## config.mk

```make
export PLATFORM = sky130hd
export DESIGN_NAME = ldtu_bs_multi_auto_flat
export DESIGN_NICKNAME = d
export VERILOG_FILES = /design/src/rtl/ldtu_bs_multi_auto_if.sv /design/src/rtl/ldtu_bs_multi_auto.sv /design/src/flat_wrapper.sv
export SDC_FILE = /design/constraint.sdc
export NUM_CORES = 1
export LEC_CHECK = 0
export ABC_AREA = 1
export CORE_MARGIN = 2
export CORE_UTILIZATION = 55
export CTS_BUF_LIST = sky130_fd_sc_hd__clkbuf_8
export CTS_CLUSTER_SIZE = 14
export DETAILED_ROUTE_END_ITERATION = 10
export PLACE_DENSITY = 0.79
export SYNTH_ARGS = -nofsm -noshare
export SYNTH_HDL_FRONTEND = slang
export SYNTH_SLANG_ARGS = --single-unit
```

## constraint.sdc

```tcl
create_clock -name DCLK -period 10.46 [get_ports DCLK]
set_input_delay 2.092 -clock DCLK [delete_from_list [all_inputs] [get_ports DCLK]]
set_output_delay 2.092 -clock DCLK [all_outputs]
set_load 0.02 [all_outputs]
```

## src/rtl/ldtu_bs_multi_auto_if.sv

```systemverilog
// Sample, baseline-configuration and calibration-status bundle
// for the LiTe-DTU baseline-subtraction stage.
interface ldtu_bs_multi_auto_if #(
    parameter int NCH     = 2,
    parameter int NB_DATA = 12,
    parameter int NB_BSL  = 8
);
    logic [NCH*NB_DATA-1:0] data_in;
    logic [NCH*NB_BSL-1:0]  bsl_manual;
    logic                   mode_auto;
    logic                   calib_start;
    logic [NCH*NB_DATA-1:0] data_out;
    logic [NCH-1:0]         sat_flag;
    logic [NCH*NB_BSL-1:0]  bsl_active;
    logic                   calib_busy;
    logic                   calib_done;

    modport master (
        output data_in, bsl_manual, mode_auto, calib_start,
        input  data_out, sat_flag, bsl_active, calib_busy, calib_done
    );

    modport slave (
        input  data_in, bsl_manual, mode_auto, calib_start,
        output data_out, sat_flag, bsl_active, calib_busy, calib_done
    );
endinterface

```

## src/rtl/ldtu_bs_multi_auto.sv

```systemverilog
// Multi-channel baseline subtraction with zero-saturation and an
// averaging calibration engine that can supply the baseline.
module ldtu_bs_multi_auto #(
    parameter int NCH        = 2,
    parameter int NB_DATA    = 12,
    parameter int NB_BSL     = 8,
    parameter int LOG2_NSAMP = 4
) (
    input  logic                 DCLK,
    input  logic                 reset,
    ldtu_bs_multi_auto_if.slave  bus
);
    localparam int NB_ACC = NB_DATA + LOG2_NSAMP + 1;
    localparam int NB_AVG = NB_ACC - LOG2_NSAMP;
    localparam logic [LOG2_NSAMP-1:0] CNT_LAST = '1;
    localparam logic [NB_ACC-1:0] HALF = NB_ACC'(2 ** (LOG2_NSAMP - 1));
    localparam logic [NB_AVG-1:0] BSL_MAX = NB_AVG'(2 ** NB_BSL - 1);

    typedef enum logic [1:0] {IDLE, ACCUM, UPDATE} state_t;

    state_t                state;
    state_t                state_nx;
    logic                  acc_clr;
    logic                  acc_en;
    logic                  bsl_upd;
    logic [LOG2_NSAMP-1:0] cnt;
    logic                  done;

    always_comb begin
        state_nx = state;
        acc_clr  = 1'b0;
        acc_en   = 1'b0;
        bsl_upd  = 1'b0;
        unique case (state)
            IDLE: begin
                if (bus.calib_start) begin
                    acc_clr  = 1'b1;
                    state_nx = ACCUM;
                end
            end
            ACCUM: begin
                acc_en = 1'b1;
                if (cnt == CNT_LAST) state_nx = UPDATE;
            end
            UPDATE: begin
                bsl_upd  = 1'b1;
                state_nx = IDLE;
            end
            default: state_nx = IDLE;
        endcase
    end

    always_ff @(posedge DCLK or posedge reset) begin
        if (reset) state <= IDLE;
        else       state <= state_nx;
    end

    always_ff @(posedge DCLK or posedge reset) begin
        if (reset) begin
            cnt  <= '0;
            done <= 1'b0;
        end else begin
            if (acc_clr)     cnt <= '0;
            else if (acc_en) cnt <= cnt + 1'b1;
            if (acc_clr)      done <= 1'b0;
            else if (bsl_upd) done <= 1'b1;
        end
    end

    assign bus.calib_busy = (state != IDLE);
    assign bus.calib_done = done;

    for (genvar c = 0; c < NCH; c++) begin : g_ch
        logic [NB_DATA-1:0] d_r;
        logic [NB_DATA-1:0] dout;
        logic               sat;
        logic [NB_BSL-1:0]  bsl_auto;
        logic [NB_BSL-1:0]  bsl_act;
        logic [NB_DATA-1:0] bsl_ext;
        logic [NB_ACC-1:0]  acc;
        logic [NB_AVG-1:0]  avg;

        assign bsl_act = bus.mode_auto ? bsl_auto
                                       : bus.bsl_manual[c*NB_BSL +: NB_BSL];
        assign bsl_ext = NB_DATA'(bsl_act);
        assign avg     = NB_AVG'((acc + HALF) >> LOG2_NSAMP);

        always_ff @(posedge DCLK or posedge reset) begin
            if (reset) begin
                d_r  <= '0;
                dout <= '0;
                sat  <= 1'b0;
            end else begin
                d_r <= bus.data_in[c*NB_DATA +: NB_DATA];
                if (d_r < bsl_ext) begin
                    dout <= '0;
                    sat  <= 1'b1;
                end else begin
                    dout <= d_r - bsl_ext;
                    sat  <= 1'b0;
                end
            end
        end

        always_ff @(posedge DCLK or posedge reset) begin
            if (reset)        acc <= '0;
            else if (acc_clr) acc <= '0;
            else if (acc_en)  acc <= acc + NB_ACC'(d_r);
        end

        // Rounded mean clamps to the widest representable baseline
        always_ff @(posedge DCLK or posedge reset) begin
            if (reset) begin
                bsl_auto <= '0;
            end else if (bsl_upd) begin
                bsl_auto <= (avg > BSL_MAX) ? '1 : avg[NB_BSL-1:0];
            end
        end

        assign bus.data_out[c*NB_DATA +: NB_DATA] = dout;
        assign bus.sat_flag[c]                    = sat;
        assign bus.bsl_active[c*NB_BSL +: NB_BSL] = bsl_act;
    end
endmodule

```

## src/flat_wrapper.sv

```systemverilog
// flat-port wrapper written by rule: the top's interface ports become plain ports
module ldtu_bs_multi_auto_flat 
#(
    parameter int NCH        = 2,
    parameter int NB_DATA    = 12,
    parameter int NB_BSL     = 8,
    parameter int LOG2_NSAMP = 4
)
  (DCLK, reset, bus_data_in, bus_bsl_manual, bus_mode_auto, bus_calib_start, bus_data_out, bus_sat_flag, bus_bsl_active, bus_calib_busy, bus_calib_done);
  ldtu_bs_multi_auto_if #(.NCH(NCH), .NB_DATA(NB_DATA), .NB_BSL(NB_BSL)) bus_i ();
  input  logic DCLK;
  input  logic reset;
  input wire logic [$bits(bus_i.data_in)-1:0] bus_data_in;
  input wire logic [$bits(bus_i.bsl_manual)-1:0] bus_bsl_manual;
  input wire logic [$bits(bus_i.mode_auto)-1:0] bus_mode_auto;
  input wire logic [$bits(bus_i.calib_start)-1:0] bus_calib_start;
  output wire logic [$bits(bus_i.data_out)-1:0] bus_data_out;
  output wire logic [$bits(bus_i.sat_flag)-1:0] bus_sat_flag;
  output wire logic [$bits(bus_i.bsl_active)-1:0] bus_bsl_active;
  output wire logic [$bits(bus_i.calib_busy)-1:0] bus_calib_busy;
  output wire logic [$bits(bus_i.calib_done)-1:0] bus_calib_done;
  assign bus_i.data_in = bus_data_in;
  assign bus_i.bsl_manual = bus_bsl_manual;
  assign bus_i.mode_auto = bus_mode_auto;
  assign bus_i.calib_start = bus_calib_start;
  assign bus_data_out = bus_i.data_out;
  assign bus_sat_flag = bus_i.sat_flag;
  assign bus_bsl_active = bus_i.bsl_active;
  assign bus_calib_busy = bus_i.calib_busy;
  assign bus_calib_done = bus_i.calib_done;
  ldtu_bs_multi_auto #(.NCH(NCH), .NB_DATA(NB_DATA), .NB_BSL(NB_BSL), .LOG2_NSAMP(LOG2_NSAMP)) u_core (.DCLK(DCLK), .reset(reset), .bus(bus_i));
endmodule
```

* Word-level counts from Yosys, hierarchy flattened
Index checks and enable logic that the tools add are counted.
** Storage, ports and cells
- Flip-flop bits (word level) :: 107
- Word-level logic and storage cells :: 57
** Cells by class
- Add/sub/neg operators :: 7
- Magnitude comparators :: 4
- Equal/unequal tests :: 5
- Muxes and demuxes :: 23
- Reductions and logical operators :: 5
** Operators by type and width (number)
- 2-to-1 mux 17 bit :: 4
- adder 17 x 12 -> 17 bit :: 2
- adder 17 x 4 -> 17 bit, second input constant :: 2
- 2-to-1 mux 8 bit :: 4
- > comparator 13 x 8 -> 1 bit, second input constant :: 2
- < comparator 12 x 8 -> 1 bit :: 2
- 2-to-1 mux 12 bit :: 2
- subtractor 12 x 8 -> 12 bit :: 2
- 2-to-1 mux 1 bit :: 8
- 2-to-1 mux 4 bit :: 2
- nonzero test 2 bit :: 3
- adder 4 x 1 -> 4 bit, second input constant :: 1
- == test 4 bit, second input constant :: 1
- 2-to-1 mux 2 bit :: 2
- case mux 2 bit (2 select lines) :: 1
- == test 2 x 1 -> 1 bit, second input constant :: 1
- == test 2 bit, second input constant :: 1
- zero test 2 bit :: 1
- inequality test 2 x 1 -> 1 bit, second input constant :: 1
- inequality test 2 bit, second input constant :: 1
- AND reduction 2 bit :: 1

* Logic depth before layout (Yosys ltp)
Gate-level depths: netlist of run 1.
- Depth in word-level cells :: 4
- Depth in mapped cells :: 14
- Mapped depth without buffers :: 14

* Worst setup path after synthesis of run 1
Ideal clock, no wire load.
- Path kind :: input port to output port
- From :: in bus_mode_auto
- To :: out bus_bsl_active[0]
- Arrival time :: 2.812 ns
- Slack :: 5.556 ns
- Stages on the path :: 3
- Cell sequence :: buf_1 nor2_1 a21oi_1
** On the way
- Longest elaborated chain between the ends :: 1
** Ends and longest elaborated chain
- start: declaration :: line flat_wrapper.sv:15 : input wire logic [$bits(bus_i.mode_auto)-1:0] bus_mode_auto;
- 2-to-1 mux 8 bit :: line ldtu_bs_multi_auto.sv:83 : assign bsl_act = bus.mode_auto ? bsl_auto
- end: declaration :: line flat_wrapper.sv:19 : output wire logic [$bits(bus_i.bsl_active)-1:0] bus_bsl_active;
No other way between the ends.

* Final worst setup path of run 1
- From :: in bus_mode_auto
- To :: out bus_bsl_active[9]
Same word-level chain as after synthesis.

==> results of run 1 <==
logic make-up (layout without fill, tap and decap cells):
| logic type | Yosys count | count (layout) | share of synthesized area [%] |
|---|---|---|---|
| AOI/OAI and AO/OA | 125 | 125 | 9.82 |
| xor gates and xnor gates | 19 | 19 | 2.41 |
| adders and majority gates | 47 | 47 | 8.97 |
| buffers and inverters | 162 | 247 | 9.31 |
| DFF | 107 | 107 | 38.8 |
| muxes | 2 | 2 | 0.309 |
| and+or+nand+nor | 498 | 498 | 30.3 |
metal layers:
| metal | GRT usage, % | routed length [um] | vias to the layer above |
|---|---|---|---|
| met4 | 8.89 | 280 | 0 |
| met2 | 40.4 | 7300 | 173 |
| met3 | 3.82 | 980 | 19 |
| met1 | 38.3 | 8040 | 2828 |
| met5 | 0 | 0 | - |
| li1 | - | - | 3190 |
cells in the mapped netlist (2+ instances only):
| cell type | instances |
|---|---|
| nor2_4 | 2 |
| dlygate4sd1_1 | 2 |
| inv_1 | 138 |
| nor2_1 | 94 |
| dfrtp_1 | 107 |
| a21oi_1 | 51 |
| xnor2_1 | 2 |
| nor2_2 | 6 |
| ha_1 | 43 |
| nor3_1 | 5 |
| nand3b_1 | 4 |
| buf_4 | 2 |
| clkbuf_1 | 7 |
| fa_1 | 4 |
| a22o_1 | 5 |
| o21ai_1 | 14 |
| xor2_1 | 17 |
| a31oi_1 | 2 |
| o21ai_0 | 45 |
| nand4_1 | 21 |
| nand2_1 | 301 |
| buf_2 | 7 |
| inv_2 | 4 |
| a21o_1 | 3 |
| nand2_2 | 6 |
| or2_2 | 3 |
| o22ai_1 | 2 |
| nand3_1 | 52 |
final cells by class:
class                           instances  area share (%)
Multi-Input combinational cell        691            44.2
Sequential cell                       107            33.0
Timing Repair Buffer                   89            10.9
Inverter                              142            6.61
Tap cell                              168            2.59
Clock buffer                            9            1.53
Clock inverter                          7            1.13
report_power, final:
part / internal [mW] / leakage (nW) / switching [mW]
combinational: 0.372 / 2.84 / 0.615
sequential: 0.527 / 1.22 / 0.120
clock: 0.117 / 0.111 / 0.162
total: 1.02 / 4.18 / 0.897
state kept, by name, summed over array words and instances (netlist names):
register,cells
u_core.bus.calib_done,1
u_core.cnt,4
u_core.g_ch.acc,34
u_core.g_ch.bsl_auto,16
u_core.g_ch.d_r,24
u_core.g_ch.dout,24
u_core.g_ch.sat,2
u_core.state,2
through the flow:
stage	total power, mW	cell area [sq um]	worst slack [ps]	utilization, %	hold slack (ps)
2_1_floorplan	1.37	6890	5550	-	465
3_3_place_gp	1.61	7890	4100	65.1	490
3_5_place_dp	1.63	7890	4060	65.1	489
4_1_cts	1.92	8100	4030	66.9	517
5_1_grt	2.10	8100	3870	66.9	552
6_report	1.91	8100	4030	66.9	517
worst paths after layout:
| kind | from | endpoint |
|---|---|---|
| max in group asynchronous | reset | u_core.g_ch[0].acc[8]$_DFFE_PP0P_ |
| worst min register to register | u_core.g_ch[1].acc[2]$_DFFE_PP0P_ | u_core.g_ch[1].acc[2]$_DFFE_PP0P_ |
| worst min-delay path | u_core.g_ch[1].acc[2]$_DFFE_PP0P_ | u_core.g_ch[1].acc[2]$_DFFE_PP0P_ |
| min in group asynchronous | reset | u_core.g_ch[1].dout[5]$_DFF_PP0_ |
| worst max register to register | u_core.g_ch[0].bsl_auto[0]$_DFFE_PP0P_ | u_core.g_ch[0].dout[4]$_DFF_PP0_ |
| worst max-delay path | bus_mode_auto | bus_bsl_active[9] |
tightest hold or removal path: cells and delay by family, from the launching register on:
kind	cells	cell delay (ps)
AO/OA/AOI/OAI	1	60
AND/OR/NAND/NOR	1	50
flip-flops	1	370
==> results_dict.tcl, run 1 <==
set metrics [dict create \
    cts-root-buf "clkbuf_8" \
    vias_per_cell 5.12 \
    powerDensity_nw_per_um2 236 \
    holdBufCountCts 0 \
    rows 40 \
    place_inst 1197 \
    hold_viol_final 0 \
    yosysSeqAreaShare_pct 38.8 \
    die_area_sq_um 13400 \
    stdcell_count 1213 \
    wirelength_mm 16.6 \
    netlist_area_sq_um 6890 \
    yosysUniqueCellTypes 39 \
    tightest_slew_ps 1010 \
    drc_errors 0 \
    timing.fmax_mhz 155 \
    die_w_um 116 \
    crit_path_start_kind "input pin" \
    final_common_cell "nand2_1" \
    synth_top_cell_by_area "dfrtp_1" \
    async_reset_ff_share_pct 100 \
    min_path_type "reg2reg" \
    min_path_cells 2 \
    required_ps 8370 \
    synth_warnings 0 \
    leakagePower_nw 4.18 \
    crit_path_cell_trace "clkdlybuf4s50_1 -> o21ai_0 -> inv_1 -> clkdlybuf4s50_1" \
    layout_common_cells "nand2_1 (301), inv_1 (137), dfrtp_1 (107)" \
    start_util_pct 56.9 \
    skew_ps 8.27 \
    cpMaxStageDelayCell "clkdlybuf4s50_1" \
    drt_iter0_drc 560 \
    cts_resized 0 \
    postRouteAntennaNets 0 \
    end_kind "output pin" \
    fin_crit_ps 6430 \
    drtPass1Iterations 6 \
    path_clk_slew_ps 110 \
    multiInputGateArea_sq_um 3580 \
    slew_viol_final 0 \
    grt_pass1_vias 5606 \
    antenna_cells 0 \
    r2r_setup_slack_ps 7830 \
    rsz0062_at_grt "false" \
    yosys.area.top_type_share_pct 38.8 \
    status "finished, final reports clean" \
    ir_worst_vdd_mv 0.143 \
    grt_overflow 0 \
    cap_viol_max_count 0 \
    cts_tree "built" \
    area_delta_synth_final_pct 17.6 \
    grt_max_degree 62 \
    ys_seq_elements 107 \
    grt_use_total_pct 26.3 \
    max_stage_delay_ps 1140 \
    grt_pass1_wl_mm 27.5 \
    critical_path_buf_inv_count 3 \
    design.core.area_sq_um 12100 \
    die_h_um 116 \
    worst-path-stages 4 \
    cts_buffer_depth 2 \
    seq_area_sq_um 2680 \
    path_common_cell "clkdlybuf4s50_1" \
    cts.sinks 107 \
    avgSynthCellArea_sq_um 7.18 \
    gp_congestion 0.933 \
    vias 6210 \
    synth_fp_nets 1051 \
    io_buffers 87 \
    worstSetupPathType "in2out" \
    fill_cells 1085 \
    fin_tns_setup_ps 0 \
    fin_nets 1131 \
    reg2reg_depth 13 \
    worstSkewPairLatency_ps 400 \
    cts_max_level 3 \
    crit_path_max_fanout 31 \
    critPathArrivalTime_ps 4340 \
    drive_above_1_share_pct 4.59 \
    setup_violations 0 \
    antenna_found_initial 0 \
    max_slew_margin_pct 32.5 \
    post_cts_buffers 0 \
    cp_top_family "buffers and inverters" \
    period_share_pct 61.5 \
    synth-edff-count 0 \
    cts_buffers 9 \
    wire_per_inst_um 13.7 \
    pin_count 88 \
    synthTopCellsByArea "dfrtp_1 (39%), nand2_1 (16%), ha_1 (7.8%)" \
    yosys_most_used_dff "dfrtp_1" \
    syn_inst 960 \
    place_hpwl_mm 12.6 \
]
No activity file was read; power rests on OpenSTA's default activity.
==> run 2, diff against run 1 <==
Settings changed: CORE_UTILIZATION 55 to 52.
Clock period 10.46 ns to 5.2 ns, I/O delays scaled along.
==> run 2 against run 1 <==
  * Via count is essentially flat
  * Setup slack lost 3100 ps
  * Sequential cell count is the same
  * Sequential power grew 100%
  * Critical path type unchanged
  * Cell count grew 0.74%
  * Highest routed layer unchanged
==> results_dict.tcl, run 2 (synthesis gave the netlist of run 1 again) <==
set metrics [dict create \
    tightest_slew_ps 1100 \
    crit_path_start_kind "input pin" \
    worstSetupPathType "in2out" \
    rr_endpoint "u_core.g_ch[1].dout[4]$_DFF_PP0_" \
    setup_slack_ps 914 \
    path_clk_slew_ps 110 \
    cpMaxStageDelayCell "clkdlybuf4s50_1" \
    grt_pass1_wl_mm 27.6 \
    gp_congestion 0.922 \
    min_path_type "reg2reg" \
    cts_buffers 9 \
    fin_crit_ps 4290 \
    antenna_found_initial 0 \
    leakagePower_nw 4.18 \
    cap_viol_max_count 0 \
    pin_count 88 \
    grt_max_degree 51 \
    setup_violations 0 \
    worstSkewPairLatency_ps 400 \
    powerDensity_nw_per_um2 472 \
    timing.fmax_mhz 233 \
    fill_cells 1166 \
    period_share_pct 82.4 \
    worstHoldEndpoint "u_core.g_ch[0].acc[0]$_DFFE_PP0P_" \
    vias_per_cell 5.08 \
    grt_pass1_vias 5739 \
    drive_above_1_share_pct 4.68 \
    antenna_cells 0 \
    die_area_sq_um 14200 \
    status "finished, final reports clean" \
    regMostFlops "u_core.g_ch.acc" \
    rows 42 \
    rr_startpoint "u_core.g_ch[1].bsl_auto[3]$_DFFE_PP0P_" \
    drtPass1Iterations 5 \
    hold_viol_final 0 \
    seq_area_sq_um 2680 \
    required_ps 4160 \
    vias 6205 \
    final_util_pct 62.0 \
    comb_power_share_pct 51.6 \
    critPathArrivalTime_ps 3250 \
    area_delta_synth_final_pct 17.7 \
    drt_iter0_drc 565 \
    clkPwrFrac_pct 14.4 \
    internal_power_mw 2.05 \
    max_slew_margin_pct 26.5 \
    swShare_pct 46.5 \
    rsz0062_at_grt "false" \
    fin_tns_setup_ps 0 \
    grt_overflow 0 \
    io_buffers 87 \
    end_kind "output pin" \
    skew_ps 17.0 \
    seq_power_share_pct 34.0 \
    holdBufCountCts 0 \
    layout_common_cells "nand2_1 (301), inv_1 (137), dfrtp_1 (107)" \
    ir_worst_vdd_mv 0.330 \
    postRouteAntennaNets 0 \
    fin_nets 1132 \
    dp_slack_ps 861 \
    cts_max_level 3 \
    multiInputGateArea_sq_um 3580 \
    path_common_cell "clkdlybuf4s50_1" \
    slew_viol_final 0 \
    crit_path_cell_trace "clkdlybuf4s50_1 -> o21ai_0 -> inv_1 -> clkdlybuf4s50_1" \
    r2r_setup_slack_ps 2690 \
    post_cts_buffers 0 \
    design.core.area_sq_um 13100 \
    cts-root-buf "clkbuf_8" \
    start_util_pct 52.7 \
    place_hpwl_mm 12.5 \
    wirelength_mm 16.2 \
    drc_errors 0 \
    cts_tree "built" \
    crit_path_max_fanout 31 \
    cts_buffer_depth 2 \
    die_h_um 119 \
    final_common_cell "nand2_1" \
    die_w_um 119 \
    cts.sinks 107 \
    p_switching_mw 1.78 \
    wire_per_inst_um 13.3 \
    max_stage_delay_ps 1110 \
    min_path_cells 1 \
    top_regs "u_core.g_ch.acc: 34 flops, u_core.g_ch.d_r: 24 flops, u_core.g_ch.dout: 24 flops" \
    grt_use_total_pct 24.2 \
    reg2reg_depth 12 \
    largest_register_ffs 34 \
    cts_resized 0 \
    min_from "u_core.g_ch[0].acc[0]$_DFFE_PP0P_" \
]
==> run 2: layout make-up <==
class,count,share of cell area [%]
clock buffer,10,1.70
clock inverter,6,0.894
inverter,142,6.60
multi-input combinational,691,44.1
sequential,107,33.0
tap,176,2.71
timing repair buffer,90,11.0
==> run 2: worst max path at each step <==
stage	from	endpoint	slack (ps)	cells after the start
after floorplan	reset	u_core.bus.calib_done$_DFFE_PP0P_	1340	1
after global placement	bus_mode_auto	bus_bsl_active[1]	960	4
after detailed placement	bus_mode_auto	u_core.g_ch[1].dout[4]$_DFF_PP0_	860	11
after CTS	bus_mode_auto	bus_bsl_active[9]	920	4
after global routing	bus_mode_auto	bus_bsl_active[9]	680	4
final	bus_mode_auto	bus_bsl_active[9]	910	4
==> run 2: stage by stage <==
step	std cells	total power [mW]	hold WS, ps	cell area [sq um]
2_1_floorplan	960	2.76	465	6890
3_3_place_gp	1206	3.23	480	7910
3_5_place_dp	1206	3.28	490	7910
4_1_cts	1222	3.84	522	8120
5_1_grt	1222	4.21	546	8120
6_report	1222	3.83	523	8120
==> run 2: critical path: cells and delay by family <==
family,cells,cell delay (ps)
buffers and inverters,3,1890
AO/OA/AOI/OAI,1,300
==> run 2: power by group through the flow <==
stage	combinational (mW)	sequential [mW]	clock (mW)
2_1_floorplan	1.47	1.29	0
3_3_place_gp	1.92	1.31	0
3_5_place_dp	1.97	1.32	0
6_report	1.98	1.30	0.551
4_1_cts	1.98	1.30	0.566
5_1_grt	2.27	1.34	0.601
==> run 2: metal layers <==
| metal | part of all wire [%] | track usage (%) |
|---|---|---|
| met5 | 0 | 0 |
| met4 | 1.7 | 6.99 |
| met3 | 5.5 | 5.27 |
| met2 | 45 | 37.8 |
| met1 | 48 | 34.1 |
==> run 3, diff against run 2 <==
Clock period 5.2 ns to 3.94 ns, I/O delays scaled along.
==> run 3 against run 2 <==
  * Die area stayed put
  * Clock power is 27% higher
  * Combinational power is 32% higher
  * Power is 31% higher
  * Sequential cell count stayed put
  * Via count is 0.97% higher
  * Core utilization is 0.13 points higher
  * Cell count is 0.16% higher
  * Register-to-register slack worse by 1200 ps
  * Clock-buffer cell count is 1 higher
  * Setup slack worse by 370 ps
  * Largest cell class unchanged
==> results_dict.tcl, run 3 (synthesis gave the netlist of run 1 again) <==
set metrics [dict create \
    skew_ps 11.3 \
    place_hpwl_mm 12.3 \
    grt_overflow 0 \
    cts_tree "built" \
    rr_startpoint "u_core.g_ch[0].bsl_auto[3]$_DFFE_PP0P_" \
    path_common_cell "clkdlybuf4s50_1" \
    final_common_cell "nand2_1" \
    rr_endpoint "u_core.g_ch[0].dout[4]$_DFF_PP0_" \
    critPathLaunch "bus_mode_auto" \
    cts_buffers 9 \
    regMostFlops "u_core.g_ch.acc" \
    gp_congestion 0.932 \
    grt_use_total_pct 23.8 \
    postRouteAntennaNets 0 \
    layout_common_cells "nand2_1 (301), inv_1 (139), dfrtp_1 (107)" \
    r2r_setup_slack_ps 1480 \
    cts_buffer_depth 2 \
    powerDensity_nw_per_um2 618 \
    critPathCapture "bus_bsl_active[0]" \
    end_kind "output pin" \
    max_stage_delay_ps 660 \
    design.core.area_sq_um 13100 \
    slew_viol_final 0 \
    drt_iter0_drc 458 \
    drive_above_1_share_pct 4.58 \
    antenna_cells 0 \
    cpMaxStageDelayCell "clkdlybuf4s50_1" \
    drc_errors 0 \
    cts.sinks 107 \
    leakagePower_nw 4.20 \
    rows 42 \
    rsz0062_at_grt "false" \
    ir_worst_vdd_mv 0.311 \
    crit_path_start_kind "input pin" \
    drtPass1Iterations 5 \
    period_share_pct 86.2 \
    cts-root-buf "clkbuf_8" \
    top_regs "u_core.g_ch.acc: 34 flops, u_core.g_ch.d_r: 24 flops, u_core.g_ch.dout: 24 flops" \
    post_cts_buffers 0 \
    io_buffers 87 \
    cap_viol_max_count 0 \
    cts_resized 0 \
    status "finished, final reports clean" \
    vias_per_cell 5.12 \
    required_ps 3150 \
    wirelength_mm 16.0 \
    crit_path_cell_trace "clkdlybuf4s50_1 -> buf_4 -> nor2_1 -> a21oi_1 -> clkdlybuf4s50_1" \
    holdBufCountCts 0 \
    worstSkewPairLatency_ps 390 \
    wire_per_inst_um 13.1 \
    critical_path_buf_inv_count 3 \
    cp_top_family "buffers and inverters" \
    area_delta_synth_final_pct 18.0 \
    setup_violations 0 \
    hold_viol_final 0 \
    worst-path-stages 5 \
    pin_count 88 \
    grt_max_degree 62 \
    timing.fmax_mhz 295 \
    vias 6265 \
    critPathArrivalTime_ps 2610 \
    grt_pass1_vias 5691 \
    fin_nets 1134 \
    antenna_found_initial 0 \
    dp_slack_ps 187 \
    die_area_sq_um 14200 \
    start_util_pct 52.7 \
    die_w_um 119 \
    max_slew_margin_pct 37.2 \
    tightest_slew_ps 942 \
    fin_crit_ps 3390 \
    largest_register_ffs 34 \
    holdWs_ps 508 \
    crit_path_max_fanout 16 \
    fin_tns_setup_ps 0 \
    min_path_type "reg2reg" \
    cts_max_level 3 \
    die_h_um 119 \
    grt_pass1_wl_mm 27.1 \
    setup_slack_ps 546 \
    worstSetupPathType "in2out" \
    reg2reg_depth 12 \
    path_clk_slew_ps 100 \
]
==> run 3: cell types whose count changed in the layout (fill, tap and decap cells not counted) <==
cell / previous run / this run
buf_4: 3 / 4
nor2_1: 92 / 93
inv_8: 1 / 0
inv_1: 137 / 139
clkinv_4: 2 / 0
buf_12: 0 / 1
clkbuf_8: 10 / 11
nor2_2: 8 / 7
==> run 3: where the power goes <==
group,internal [mW],total (mW),switching (mW)
registers,1.40,1.71,0.310
clock network,0.326,0.701,0.376
logic,0.992,2.61,1.62
total,2.72,5.02,2.31
==> run 3: final cells by class <==
cell class                      count  area (sq um)
Clock buffer                       11           151
Clock inverter                      5          51.3
Fill cell                        1205          4950
Inverter                          142           536
Multi-Input combinational cell    691          3580
Sequential cell                   107          2680
Tap cell                          176           220
Timing Repair Buffer               92           921
==> run 3: worst min path at each step <==
stage / start / end / slack, ps / depth (start not counted)
floorplan: u_core.g_ch[0].acc[2]$_DFFE_PP0P_ / u_core.g_ch[0].acc[2]$_DFFE_PP0P_ / 470 / 2
global placement: u_core.g_ch[1].acc[2]$_DFFE_PP0P_ / u_core.g_ch[1].acc[2]$_DFFE_PP0P_ / 490 / 2
detailed placement: u_core.bus.calib_done$_DFFE_PP0P_ / u_core.bus.calib_done$_DFFE_PP0P_ / 500 / 2
CTS: u_core.cnt[2]$_DFFE_PP0P_ / u_core.cnt[2]$_DFFE_PP0P_ / 520 / 1
global route: u_core.g_ch[1].acc[2]$_DFFE_PP0P_ / u_core.g_ch[1].acc[2]$_DFFE_PP0P_ / 550 / 2
finish: u_core.cnt[2]$_DFFE_PP0P_ / u_core.cnt[2]$_DFFE_PP0P_ / 510 / 1
==> run 3: through the flow <==
| stage | util, % | cell area, sq um | cells | power, mW |
|---|---|---|---|---|
| after floorplan | - | 6890 | 960 | 3.64 |
| after detailed placement | 60.6 | 7930 | 1208 | 4.32 |
| after global routing | 62.2 | 8130 | 1224 | 5.51 |
| after global placement | 60.6 | 7930 | 1208 | 4.26 |
| final | 62.2 | 8130 | 1224 | 5.02 |
| after CTS | 62.2 | 8130 | 1224 | 5.04 |
==> run 3: layer usage <==
layer  track usage (%)  vias up  part of all wire, %
met5                 0        -                    0
met4              9.82        0                  2.8
met3              4.12       30                  5.3
met2              36.8      181                   44
met1              33.2     2864                   48
li1                  -     3190                    -
